===== src/rtl/debounce_switch.sv =====
// Single-input switch debouncer: clean level plus one-cycle rise/fall strobes.
// Define DEBOUNCE_SYNC_EN to insert a two-flop synchronizer on i_Switch.
module debounce_switch #(
    parameter int DEBOUNCE_LIMIT = 250000
) (
    input  logic i_Clk,
    input  logic i_Rst_n,
    input  logic i_Switch,
    output logic o_Switch,
    output logic o_Rise,
    output logic o_Fall
);

    localparam int CW = $clog2(DEBOUNCE_LIMIT + 1);
    localparam logic [CW-1:0] LIMIT_M1 = CW'(DEBOUNCE_LIMIT - 1);

    logic          w_s_in;
    logic          r_state;
    logic [CW-1:0] r_count;
    logic          r_rise;
    logic          r_fall;

`ifdef DEBOUNCE_SYNC_EN
    logic r_sync1;
    logic r_sync2;

    always_ff @(posedge i_Clk or negedge i_Rst_n) begin
        if (!i_Rst_n) begin
            r_sync1 <= 1'b0;
            r_sync2 <= 1'b0;
        end else begin
            r_sync1 <= i_Switch;
            r_sync2 <= r_sync1;
        end
    end

    assign w_s_in = r_sync2;
`else
    assign w_s_in = i_Switch;
`endif

    // Any sample matching the current level restarts qualification; the counter
    // saturates at LIMIT-1 because the level flips and clears it on that edge.
    always_ff @(posedge i_Clk or negedge i_Rst_n) begin
        if (!i_Rst_n) begin
            r_state <= 1'b0;
            r_count <= '0;
            r_rise  <= 1'b0;
            r_fall  <= 1'b0;
        end else begin
            r_rise <= 1'b0;
            r_fall <= 1'b0;
            if (w_s_in == r_state) begin
                r_count <= '0;
            end else if (r_count == LIMIT_M1) begin
                r_state <= w_s_in;
                r_count <= '0;
                r_rise  <= w_s_in;
                r_fall  <= ~w_s_in;
            end else begin
                r_count <= r_count + 1'b1;
            end
        end
    end

    assign o_Switch = r_state;
    assign o_Rise   = r_rise;
    assign o_Fall   = r_fall;

endmodule


===== config.mk =====
export PLATFORM = sky130hd
export DESIGN_NAME = debounce_switch
export DESIGN_NICKNAME = d
export VERILOG_FILES = /design/src/rtl/debounce_switch.sv
export SDC_FILE = /design/constraint.sdc
export NUM_CORES = 1
export LEC_CHECK = 0
export CAP_MARGIN = 20
export CORE_UTILIZATION = 45
export DETAILED_ROUTE_END_ITERATION = 7
export HOLD_SLACK_MARGIN = 0.02
export PLACE_DENSITY = 0.61
export SKIP_LAST_GASP = 1
export SLEW_MARGIN = 30
export SYNTH_ARGS = -nofsm -noshare
export SYNTH_HDL_FRONTEND = slang
export SYNTH_SLANG_ARGS = --single-unit
export TNS_END_PERCENT = 100

===== constraint.sdc =====
create_clock -name i_Clk -period 5.6 [get_ports i_Clk]
set_input_delay 1.12 -clock i_Clk [delete_from_list [all_inputs] [get_ports i_Clk]]
set_output_delay 1.12 -clock i_Clk [all_outputs]
set_load 0.01 [all_outputs]

-- Yosys cells after proc, flatten, opt, wreduce, memory -nomap -nowiden
Cells that the tools add are included.
- bits in registers: 21
- input bits: 3
- output and inout bits: 3
- word-level logic and storage cells: 16
- add/sub/neg operators: 1
- equal/unequal tests: 2
- multiplexer cells: 6
- bitwise operators: 2
- reductions and logical operators: 1
- operator list (cell ; number):
    $mux W18 ; 2
    $add A18 B1 Y18 const B ; 1
    $eq A18 B18 Y1 const B ; 1
    $mux W1 ; 4
    $not A1 Y1 ; 2
    $reduce_and A2 Y1 ; 1
    $eq A1 B1 Y1 ; 1

-- Logic depth before layout (Yosys ltp)
- depth after elaboration: 3
- mapped depth: 5
- gate-level depth less buffers: 5

-- Least setup slack after synthesis
No wires, ideal clock.
- path type: register to register
- start point: register r_count[11]
- end point: register r_count[10]
- library setup time: 122 ps
- arrival time: 1762 ps
- data required time: 5478 ps
- slack: 3717 ps
- cell stages (with the launch flop): 5
- buffers on the path: 1
- clock period less this slack: 1883 ps
- path through: dfrtp_1 > or4b_1 > o41ai_2 > buf_2 > nor2_1
- word-level cells in the longest chain between the ends: 3
- RTL lines (item ; RTL line ; text):
    start: declaration ; 19 ; logic [CW-1:0] r_count;
    start signal: assignment ; 61 ; r_count <= r_count + 1'b1;
    $eq A18 B18 Y1 ; 55 ; end else if (r_count == LIMIT_M1) begin
    $mux W18 ; 55 ;
    $mux W18 ; 53 ; if (w_s_in == r_state) begin
Every way passes these cells.
A chain may end at the register's enable or synchronous reset.

-- Worst setup path in the final report
- start point: register r_state (netlist: o_Switch)
- end point: output port o_Switch
- RTL lines (item ; RTL line ; text):
    start: declaration ; 18 ; logic r_state;
    start signal: assignment ; 56 ; r_state <= w_s_in;
    end: declaration ; 9 ; output logic o_Switch,
No word-level cell between the ends.

==> impl_metrics.py <==
metrics = {
    "min_path": {
        "hold_path_depth": 1,
        "hold_path_class": "register to register",
        "whs_endpoint": "r_count[0]$_DFF_PN0_",
        "worstHoldStart": "r_count[0]$_DFF_PN0_",
    },
    "grt": {
        "grt_overflow_total": 0,
        "grt.total_usage": 0.1666,
        "grt_max_degree": 22,
        "antenna_found_initial": 0,
        "grt_pass1_wl_um": 3174,
        "first_global_vias": 732,
    },
    "cells_and_area": {
        "nFillCells": 191,
        "synthToLayoutAreaGrowth_pct": 10.11,
        "final_nets": 113,
        "drive_gt1_frac": 0.1019,
        "stdcell_area_um2": 1131,
        "num_antenna_cells": 0,
    },
    "synthesis": {
        "synth_top_cell_by_area": "dfrtp_1",
        "ys_warn_count": 0,
        "netlist_instances": 100,
        "yosys_register_bits": 21,
        "synth.distinct_cells": 27,
        "synth-seq-area-share": 0.5116,
        "async_reset_ff_frac": 1.000,
        "synth_top_area_frac": 0.5116,
        "synthesis.area_um2": 1027,
        "synth_nets": 104,
        "ys.flop_type": "dfrtp_1",
        "ys_top_cells_by_area": "dfrtp_1 51%, xor2_1 6.0%, nor2_1 5.1%",
        "avgSynthCellArea_um2": 10.27,
        "synth_edf_count": 0,
    },
    "worst_setup_path": {
        "critical_path.max_fanout": 5,
        "criticalPathCategory": "register to output pin",
        "start_kind": "register",
        "reg2regPathDepth": 5,
        "r2r-end": "r_count[16]$_DFF_PN0_",
        "crit_arrival_ns": 1.30,
        "cp_cell_sequence": "clkdlybuf4s50_1",
        "timing.rr.start": "r_count[0]$_DFF_PN0_",
        "cpPeakStageDelay_ns": 0.57,
        "path_buf_inv": 1,
        "end_kind": "output pin",
        "cp_slowest_cell": "clkdlybuf4s50_1",
        "r2r_slack_ns": 3.60,
        "critPathTopFamily": "buffers and inverters",
        "required_ns": 4.48,
    },
    "sta": {
        "final.setup.tns_ns": 0,
        "finalMaxSlewViolations": 0,
        "rsz0062_at_grt": "false",
        "finalCritPeriodShare": 0.4328,
        "tightest_slew_ns": 0.4507,
        "fin_skew_ns": 0.004942,
        "clock.fmax_ghz": 0.4126,
        "slew_headroom": 0.6995,
        "period_minus_slack_ns": 2.423,
        "hold_viol_final": 0,
        "setup_viol": 0,
    },
    "clock_network": {
        "cts_tree": "done",
        "post_cts_buffers": 0,
        "clock_latency_ns": 0.29,
        "htree_levels": 1,
        "clk_path_buf_depth": 2,
        "root_buffer": "clkbuf_4",
        "hold_buffers": 0,
        "cts_buffers": 3,
        "clk_pin_slew_ns": 0.11,
        "post_cts_resized": 0,
        "clock-sinks": 21,
    },
    "route": {
        "drtAntennaViolNets": 0,
        "vias": 746,
        "routed_wl_um": 1849,
        "firstDrtPassIters": 4,
        "wl_per_cell_um": 13.70,
        "drt_drc_violations_left": 0,
        "drt_iter0_drc": 12,
        "via_per_inst": 5.526,
    },
    "die": {
        "coreArea_um2": 2062,
        "die_area_um2": 2478,
        "die_width_um": 49.78,
        "start_util": 0.4982,
        "die_h_um": 49.78,
        "pin_count": 6,
        "row_count": 16,
    },
    "power_and_ir_drop": {
        "combPwrFrac": 0.070,
        "swShare": 0.2408,
        "intPower_uw": 189.0,
        "clockPowerShare": 0.286,
        "p_total_uw": 248.9,
        "switching_power_uw": 59.93,
        "ir_worst_vdd_uv": 122.4,
        "p_per_area_nw_per_um2": 220.1,
        "p_seq_frac": 0.644,
        "p_leak_nw": 0.4312,
    },
    "place": {
        "gp_congestion": 0.7272,
        "dpl_cell_area_um2": 1109,
        "numPortBuffers": 5,
        "dp_hpwl_um": 1293,
    },
    "outcome": {
        "run_status": "finished, final reports clean",
    },
    "job": {
        "cap_violations": 0,
    },
}
## synthesized netlist by cell type, types with 2 or more instances
cell	n
dfrtp_1	21
nor2_1	14
xor2_1	7
nand3_1	6
nand4_1	6
xnor2_1	6
nand2_1	5
or4_1	5
a21oi_1	4
nor4_1	3
o21ai_0	3
buf_2	2
nor3_1	2
nor3b_1	2
or3_1	2
## worst max-delay path by stage
stage	start	to	slack (ns)	cells past startpoint
after floorplan	r_count[11]$_DFF_PN0_	r_count[10]$_DFF_PN0_	3.72	4
after global placement	i_Switch	r_count[15]$_DFF_PN0_	3.26	5
after detailed placement	i_Switch	r_count[13]$_DFF_PN0_	3.16	5
after CTS	o_Switch$_DFFE_PN0P_	o_Switch	3.18	1
after global routing	o_Switch$_DFFE_PN0P_	o_Switch	3.15	1
final	o_Switch$_DFFE_PN0P_	o_Switch	3.18	1
## per-stage QoR
| stage | util | worst slack, ns | std cells | hold WS (ns) |
|---|---|---|---|---|
| after floorplan | - | 3.717 | 100 | 0.4681 |
| after global placement | 0.5376 | 3.261 | 131 | 0.4929 |
| after detailed placement | 0.5376 | 3.162 | 131 | 0.5087 |
| after CTS | 0.5510 | 3.183 | 135 | 0.5252 |
| after global routing | 0.5485 | 3.146 | 135 | 0.5568 |
| final | 0.5485 | 3.177 | 135 | 0.5286 |
## per-layer routing
| metal | part of all wire | wire (um) | global-route usage | vias up |
|---|---|---|---|---|
| li1 | - | - | - | 380 |
| met1 | 0.50 | 927 | 0.2257 | 356 |
| met2 | 0.47 | 866 | 0.2748 | 8 |
| met3 | 0.023 | 42 | 0.02778 | 2 |
| met4 | 0.0070 | 13 | 0.04286 | 0 |
| met5 | 0 | 0 | 0 | - |
## flip-flops by register name, summed over array words and instances, names as in the netlist
register,flops
r_count,18
o_Rise,1
o_Fall,1
o_Switch,1
## cells in the final DEF (no fill, tap or decap), types with 2 or more instances in the layout
master / instances
a21oi_1: 4
xnor2_1: 6
or4_1: 5
nor4_1: 3
nand4_1: 6
nor3_1: 2
nor2_1: 14
nand2_1: 5
dfrtp_1: 21
xor2_1: 7
nor3b_1: 2
clkdlybuf4s50_1: 4
nand3_1: 6
o21ai_0: 3
clkbuf_4: 3
or3_1: 2
## cells by family after synthesis
| logic type | count (synthesis) | synth area share |
|---|---|---|
| xor+xnor | 13 | 0.1108 |
| mux | 1 | 0.01096 |
| simple gates | 52 | 0.2838 |
| fa+ha+maj | 1 | 0.01218 |
| flops | 21 | 0.5116 |
| compound gates | 9 | 0.05725 |
| buf+inv | 3 | 0.01340 |
## final cells by class
| type | instances | area (um2) | share of cell area |
|---|---|---|---|
| Sequential cell | 21 | 525.5 | 0.4646 |
| Clock inverter | 1 | 5.005 | 0.004425 |
| Multi-Input combinational cell | 76 | 488.0 | 0.4314 |
| Clock buffer | 3 | 22.52 | 0.01991 |
| Inverter | 1 | 3.754 | 0.003319 |
| Timing Repair Buffer | 6 | 52.55 | 0.04646 |
| Tap cell | 27 | 33.78 | 0.02987 |
## power by group through the flow
stage	sequential (mW)	combinational (mW)	clock, mW
final	0.160	0.0174	0.0712
after global routing	0.161	0.0199	0.0789
after CTS	0.160	0.0185	0.0746
after detailed placement	0.163	0.0181	0
after global placement	0.163	0.0186	0
after floorplan	0.162	0.00961	0
## worst register-to-register path, cell delays in order (launching register included)
cell and delay (ns):
dfrtp_1 0.43, ha_1 0.22, nand3_2 0.19, or4_1 0.56, or4_1 0.40, a21oi_1 0.15
(Power assumes the default switching activity.)
